<file path="src/rtl/traffic_pkg.sv">
// Shared types and phase boundaries for the traffic phase timer.
// The pedestrian-request feature is enabled by the TRAFFIC_PED_REQ_EN macro.
package traffic_pkg;

  localparam int unsigned CODER_W = 6;
  typedef logic [CODER_W-1:0] coder_t;

  typedef enum logic [1:0] {
    ROW_GO   = 2'd0,
    ROW_WARN = 2'd1,
    COL_GO   = 2'd2,
    COL_WARN = 2'd3
  } phase_t;

  localparam coder_t ROW_WARN_START = 6'd28;
  localparam coder_t COL_GO_START   = 6'd32;
  localparam coder_t COL_WARN_START = 6'd60;
  localparam coder_t PED_ROW_JUMP   = 6'd24;
  localparam coder_t PED_COL_JUMP   = 6'd56;

  function automatic logic is_green(phase_t p);
    return (p == ROW_GO) || (p == COL_GO);
  endfunction

  function automatic logic is_warn(phase_t p);
    return (p == ROW_WARN) || (p == COL_WARN);
  endfunction

endpackage

</file>
<file path="src/rtl/traffic_phase_timer_tick_prescaler.sv">
// Clock prescaler: produces a one-cycle combinational strobe on the edge where
// the count wraps, so the caller can register it alongside its own state.
module tick_prescaler #(
  parameter int unsigned TICK_DIV = 50_000_000,
  parameter int unsigned DIV_W    = 26
) (
  input  logic clock,
  input  logic reset,
  input  logic run,
  input  logic clear,
  output logic tick
);

  localparam logic [DIV_W-1:0] LAST = DIV_W'(TICK_DIV - 1);

  logic [DIV_W-1:0] cnt_q, cnt_d;

  // clear dominates run so a hold restarts a full period on release
  always_comb begin
    cnt_d = cnt_q;
    tick  = 1'b0;
    if (clear) begin
      cnt_d = '0;
    end else if (run) begin
      if (cnt_q == LAST) begin
        cnt_d = '0;
        tick  = 1'b1;
      end else begin
        cnt_d = cnt_q + 1'b1;
      end
    end
  end

  always_ff @(posedge clock) begin
    if (reset) cnt_q <= '0;
    else       cnt_q <= cnt_d;
  end

endmodule

</file>
<file path="src/rtl/traffic_phase_timer.sv">
// Cycle-position counter and phase FSM feeding the 6x20 traffic-light decoder.
// Optional pedestrian green-shortening is built when TRAFFIC_PED_REQ_EN is defined.
module traffic_phase_timer
  import traffic_pkg::*;
#(
  parameter int unsigned TICK_DIV = 50_000_000,
  parameter int unsigned DIV_W    = 26
) (
  input  logic       clock,
  input  logic       reset,
  input  logic       enable,
  input  logic       hold,
`ifdef TRAFFIC_PED_REQ_EN
  input  logic       ped_req,
`endif
  output logic [5:0] coder,
  output logic [1:0] phase,
  output logic       tick,
  output logic       phase_start
`ifdef TRAFFIC_PED_REQ_EN
  ,
  output logic       ped_pending
`endif
);

  logic   tick_w;
  coder_t coder_q, coder_d;
  phase_t phase_q, phase_d;
  logic   tick_q;
  logic   pstart_q, pstart_d;

  tick_prescaler #(
    .TICK_DIV (TICK_DIV),
    .DIV_W    (DIV_W)
  ) u_prescaler (
    .clock (clock),
    .reset (reset),
    .run   (enable),
    .clear (hold),
    .tick  (tick_w)
  );

`ifdef TRAFFIC_PED_REQ_EN
  logic pend_q, pend_d;
`endif

  // Next coder and phase are derived from the same wrap strobe, so tick,
  // coder, phase and phase_start all change on one edge.
  always_comb begin
    coder_d = coder_q;
    phase_d = phase_q;
    if (tick_w) begin
      coder_d = coder_q + 6'd1;
`ifdef TRAFFIC_PED_REQ_EN
      if (pend_q && phase_q == ROW_GO && coder_q < PED_ROW_JUMP) coder_d = PED_ROW_JUMP;
      if (pend_q && phase_q == COL_GO && coder_q < PED_COL_JUMP) coder_d = PED_COL_JUMP;
`endif
      case (phase_q)
        ROW_GO:   if (coder_d == ROW_WARN_START) phase_d = ROW_WARN;
        ROW_WARN: if (coder_d == COL_GO_START)   phase_d = COL_GO;
        COL_GO:   if (coder_d == COL_WARN_START) phase_d = COL_WARN;
        COL_WARN: if (coder_d == '0)             phase_d = ROW_GO;
        default:  phase_d = ROW_GO;
      endcase
    end
    pstart_d = (phase_d != phase_q);
  end

`ifdef TRAFFIC_PED_REQ_EN
  // Entering a warn phase clears the request even if one arrives on that edge.
  always_comb begin
    pend_d = pend_q;
    if (ped_req && is_green(phase_q)) pend_d = 1'b1;
    if (phase_d != phase_q && is_warn(phase_d)) pend_d = 1'b0;
  end

  always_ff @(posedge clock) begin
    if (reset) pend_q <= 1'b0;
    else       pend_q <= pend_d;
  end

  assign ped_pending = pend_q;
`endif

  always_ff @(posedge clock) begin
    if (reset) begin
      coder_q  <= '0;
      phase_q  <= ROW_GO;
      tick_q   <= 1'b0;
      pstart_q <= 1'b0;
    end else begin
      coder_q  <= coder_d;
      phase_q  <= phase_d;
      tick_q   <= tick_w;
      pstart_q <= pstart_d;
    end
  end

  assign coder       = coder_q;
  assign phase       = phase_q;
  assign tick        = tick_q;
  assign phase_start = pstart_q;

endmodule
</file>
<file path="config.mk">
export PLATFORM = sky130hd
export DESIGN_NAME = traffic_phase_timer
export DESIGN_NICKNAME = d
export VERILOG_FILES = /design/src/rtl/traffic_pkg.sv /design/src/rtl/traffic_phase_timer_tick_prescaler.sv /design/src/rtl/traffic_phase_timer.sv
export SDC_FILE = /design/constraint.sdc
export NUM_CORES = 1
export LEC_CHECK = 0
export ABC_AREA = 0
export CORE_ASPECT_RATIO = 0.75
export CORE_MARGIN = 2
export CORE_UTILIZATION = 30
export DETAILED_ROUTE_END_ITERATION = 8
export GPL_TIMING_DRIVEN = 0
export PLACE_DENSITY_LB_ADDON = 0.2
export SYNTH_ARGS = -nofsm -noshare
export SYNTH_HDL_FRONTEND = slang
export SYNTH_SLANG_ARGS = --single-unit
</file>
<file path="constraint.sdc">
create_clock -name clock -period 2.3 [get_ports clock]
set_clock_uncertainty 0.05 [all_clocks]
set_input_delay 0.345 -clock clock [delete_from_list [all_inputs] [get_ports clock]]
set_output_delay 0.345 -clock clock [all_outputs]
set_load 0.05 [all_outputs]
</file>
* After elaboration in Yosys (flattened, before gate mapping)
Cells that the tools add are included.
Word-level totals: bits of input ports 4, logic and storage cells 28, flip-flop bits (word level) 36
Cells by class: reductions and logical operators 3, eq/ne operators 8, multiplexer cells 10, add/sub/neg operators 2
Operator list (number):
- adder 26 x 1 -> 26 bit (second input constant) | 1
- == test 26 bit (second input constant) | 1
- 2-to-1 mux 26 bit | 1
- == test 6 bit (second input constant) | 2
- 2-to-1 mux 2 bit | 5
- case mux 2 bit (4 select lines) | 1
- adder 6 x 1 -> 6 bit (second input constant) | 1
- == test 6 x 5 -> 1 bit (second input constant) | 1
- zero test 6 bit | 1
- == test 2 bit (second input constant) | 2
- 2-to-1 mux 1 bit | 3
- == test 2 x 1 -> 1 bit (second input constant) | 1
- zero test 2 bit | 1
- != test 2 bit | 1
- OR reduction 2 bit | 1

* Longest topological paths before layout
depth in word-level cells 6, gate-level depth with buffers 6, depth with buffers taken out 5

* By module
From an unflattened synthesis, not the netlist that was laid out.
Unflattened totals: cell total of the unflattened synthesis 208, area, all modules 1833.0 um^2
Modules (own cells, without submodules):
- tick_prescaler | area an instance 1355.0 um^2, cells an instance 155, times used 1
- traffic_phase_timer | area an instance 478.0 um^2, cells an instance 53, times used 1

* Worst setup path after synthesis
Ideal clock, no wire load.
path type reg2reg, start register coder_q[1] (netlist: coder[1]), end register phase_q[0] (netlist: phase[0]), cell stages (with the launch flop) 6, data arrival time 1.974 ns, period minus slack after synthesis 2.098 ns, buffers on the path 0, data required time 2.176 ns, slack 0.202 ns, cells stage by stage dfxtp_1 ha_1 and4b_1 nand4_1 or4b_2 o21ai_0
On the way: cells in the longest elaborated chain, start to end 5
Ends and longest elaborated chain:
- from (decl) | RTL line traffic_phase_timer.sv:27 | coder_t coder_q, coder_d;
- from (signal assigned) | RTL line traffic_phase_timer.sv:92 | coder_q <= coder_d;
- adder 6 x 1 -> 6 bit * | RTL line traffic_phase_timer.sv:53 | coder_d = coder_q + 6'd1;
- == test 6 bit (tied with other cells) | RTL line traffic_phase_timer.sv:61 | COL_GO: if (coder_d == COL_WARN_START) phase_d = COL_WARN;
- 2-to-1 mux 2 bit (on tied branches)
- case mux 2 bit (4 select lines) * | RTL line traffic_phase_timer.sv:58 | case (phase_q)
- 2-to-1 mux 2 bit * | RTL line traffic_phase_timer.sv:52 | if (tick_w) begin
- to (signal assigned) | RTL line traffic_phase_timer.sv:93 | phase_q <= phase_d;
- to (decl) | RTL line traffic_phase_timer.sv:28 | phase_t phase_q, phase_d;
Mark *: on every way between the ends. The rest lies on a longest branch, timed or not. A chain may end at the register's enable or synchronous reset.

* Worst setup path in the final report
start register u_prescaler.cnt_q[0], end register u_prescaler.cnt_q[20]
On the way: cells in the longest elaborated chain, start to end 2
Ends and longest elaborated chain:
- from (decl) | RTL line traffic_phase_timer_tick_prescaler.sv:16 | logic [DIV_W-1:0] cnt_q, cnt_d;
- from (signal assigned) | RTL line traffic_phase_timer_tick_prescaler.sv:36 | else cnt_q <= cnt_d;
- adder 26 x 1 -> 26 bit / == test 26 bit (equally long branches) | RTL line traffic_phase_timer_tick_prescaler.sv:29, traffic_phase_timer_tick_prescaler.sv:25
- 2-to-1 mux 26 bit * | RTL line traffic_phase_timer_tick_prescaler.sv:25 | if (cnt_q == LAST) begin
Marked as above.

==> impl_metrics.json <==
{
  "num_io_pins": 14,
  "worstSetupPathType": "register to register",
  "dp.cells": 302,
  "fin_ws_ps": 173,
  "cts_tree": "built",
  "hold_start": "enable",
  "drtIter0Drc": 109,
  "synth_top_area_frac": 0.395,
  "worstPathRequired_ps": 2480,
  "drive_gt1_frac": 0.112,
  "fmax_ghz": 0.470,
  "port_buffers": 12,
  "end_kind": "register",
  "routed_wl_mm": 4.11,
  "hold_buffers": 0,
  "cp-start-kind": "register",
  "relSlewSlack": 0.655,
  "yosysTopAreaCell": "dfxtp_1",
  "fp.dieArea_mm2": 0.00673,
  "synthArstFlopShare": 0,
  "final_cells": 310,
  "clock_latency_ps": 290,
  "cp_max_fo": 10,
  "holdWs_ps": 367,
  "reg2reg_depth": 6,
  "fin_util": 0.365,
  "synth_seq_cells": 36,
  "drv_cap": 0,
  "grt_pass1_vias": 1447,
  "final_cell_area_mm2": 0.00214,
  "hold_path.class": "primary input to register",
  "root_buffer": "clkbuf_8",
  "syn_to_final_growth_pct": 17.1,
  "r2r_end": "u_prescaler.cnt_q[20]",
  "rsz0062_at_grt": "false",
  "htree_levels": 2,
  "synth-edff-count": 0,
  "die-height_um": 71.5,
  "dpl-instance-area_mm2": 0.00204,
  "finalPower_mw": 1.12,
  "regToRegSetupSlack_ps": 170,
  "yosys.cell_types.count": 42,
  "arrival_ps": 2310,
  "dpl.hpwl_mm": 2.89,
  "synth_area_leaders": "dfxtp_1, a21oi_1, nand4_1, nor2_1, or3_1",
  "ys_warn_count": 0,
  "synthTopCellsByCount": "dfxtp_1, nor2_1, a21oi_1",
  "tns_ps": 0,
  "syn-num-nets": 218,
  "gp_congestion": 0.811,
  "cts.path.max_buffers": 2,
  "rows": 24,
  "drc_errors": 0,
  "core_mm2": 0.00586,
  "syn_avg_cell_area_um2": 8.60,
  "grt_pass1_wl_mm": 7.09,
  "antenna_found_initial": 0,
  "n_antenna_cell": 0,
  "clk_pin_slew_ps": 80,
  "period_share": 0.925,
  "period_needed_ps": 2130,
  "grt_start_max_net_pins": 13,
  "viasPerCell": 5.11,
  "syn_area_mm2": 0.00182,
  "postCtsSetupRepairBufs": 0,
  "status": "completed",
  "dp_slack_ps": -72.3,
  "timing.final.hold_violations": 0,
  "synth_seq_area_share": 0.395,
  "grt_usage": 0.134,
  "leakagePower_nw": 0.653,
  "setup_viol": 0,
  "slew_violations": 0,
  "drt.antenna.violating_nets": 0,
  "synthFlopType": "dfxtp_1",
  "ctsResizeCount": 1,
  "worstMarginPinSlew_ps": 518,
  "max-vdd-ir-drop_v": 0.000287,
  "routedWlPerCell_um": 13.2,
  "numClockSinks": 36,
  "power_density_mw_per_mm2": 523,
  "die_x_um": 94.0,
  "num_vias": 1583,
  "cts_buffers": 5,
  "holdPathEnd": "u_prescaler.cnt_q[0]",
  "fin_nets": 237,
  "syn_inst": 212,
  "synth.most_common_cell": "dfxtp_1",
  "hold-path-cell-count": 3,
  "start_util": 0.312,
  "grt-ovfl-total": 0,
  "drt-pass1-iter-count": 4,
  "reg2reg_from": "u_prescaler.cnt_q[0]"
}
-- where the power goes --
part | internal (mW) | switching (mW)
sequential | 0.624 | 0.00167
combinational | 0.00966 | 0.0194
clock | 0.211 | 0.251
total | 0.845 | 0.272
-- layer usage --
layer | wire length [um] | track usage
met1 | 2220 | 0.203
met2 | 1690 | 0.179
met5 | 0 | 0
met4 | 43 | 0.0451
met3 | 151 | 0.0389
-- final cells by class --
class	count	area, um^2
fill	629	3720
multi-input combinational	162	1040
sequential	36	721
timing repair buffer	12	120
tap	78	97.6
clock buffer	5	68.8
buffer	9	52.6
clock inverter	3	18.8
inverter	5	18.8
-- cells in the final DEF, fill, tap and decap left out, drive strengths merged, types with 2 or more instances in the layout --
master | Yosys | routed
a21oi | 17 | 17
and2 | 4 | 4
and4 | 3 | 3
buf | 3 | 3
clkbuf | 6 | 11
clkdlybuf4s50 | 0 | 12
clkinv | 0 | 3
dfxtp | 36 | 36
ha | 2 | 2
inv | 5 | 5
mux2 | 5 | 5
nand2 | 10 | 10
nand3 | 9 | 9
nand4 | 13 | 13
nor2 | 18 | 18
nor2b | 4 | 4
nor3 | 9 | 9
nor4 | 4 | 4
nor4bb | 2 | 2
o21ai | 13 | 13
o31ai | 5 | 5
or3 | 11 | 11
or4 | 7 | 7
xnor2 | 7 | 7
xor2 | 6 | 6
-- critical path, stage by stage (launching register included) --
cell     delay (ps)
dfxtp_1         410
ha_1            270
nand2_1         120
or4_4           560
buf_6           170
or3_1           340
a21oi_1         140
-- worst max path at each step --
stage / startpoint / endpoint / slack (ps) / cells after the start
global placement: hold / phase[0] / -50 / 5
detailed placement: hold / coder[5] / -70 / 5
finish: u_prescaler.cnt_q[0] / u_prescaler.cnt_q[20] / 170 / 6
global route: u_prescaler.cnt_q[0] / u_prescaler.cnt_q[20] / 20 / 6
CTS: u_prescaler.cnt_q[6] / u_prescaler.cnt_q[0] / 100 / 5
floorplan: coder[1] / phase[0] / 200 / 5
-- flip-flops by register name, summed over array words and instances, names as in the netlist --
name,flops
u_prescaler.cnt_q,26
phase_start,1
tick,1
phase,2
coder,6
-- cell families after synthesis --
kind of cell,synth area share
AND/OR/NAND/NOR,0.330
AO/OA/AOI/OAI,0.125
flip-flops,0.395
buffers and inverters,0.0377
XOR/XNOR,0.0624
multiplexers,0.0363
adder cells (fa/ha/maj),0.0137
Note: power is estimated with default switching activity, not from simulation.
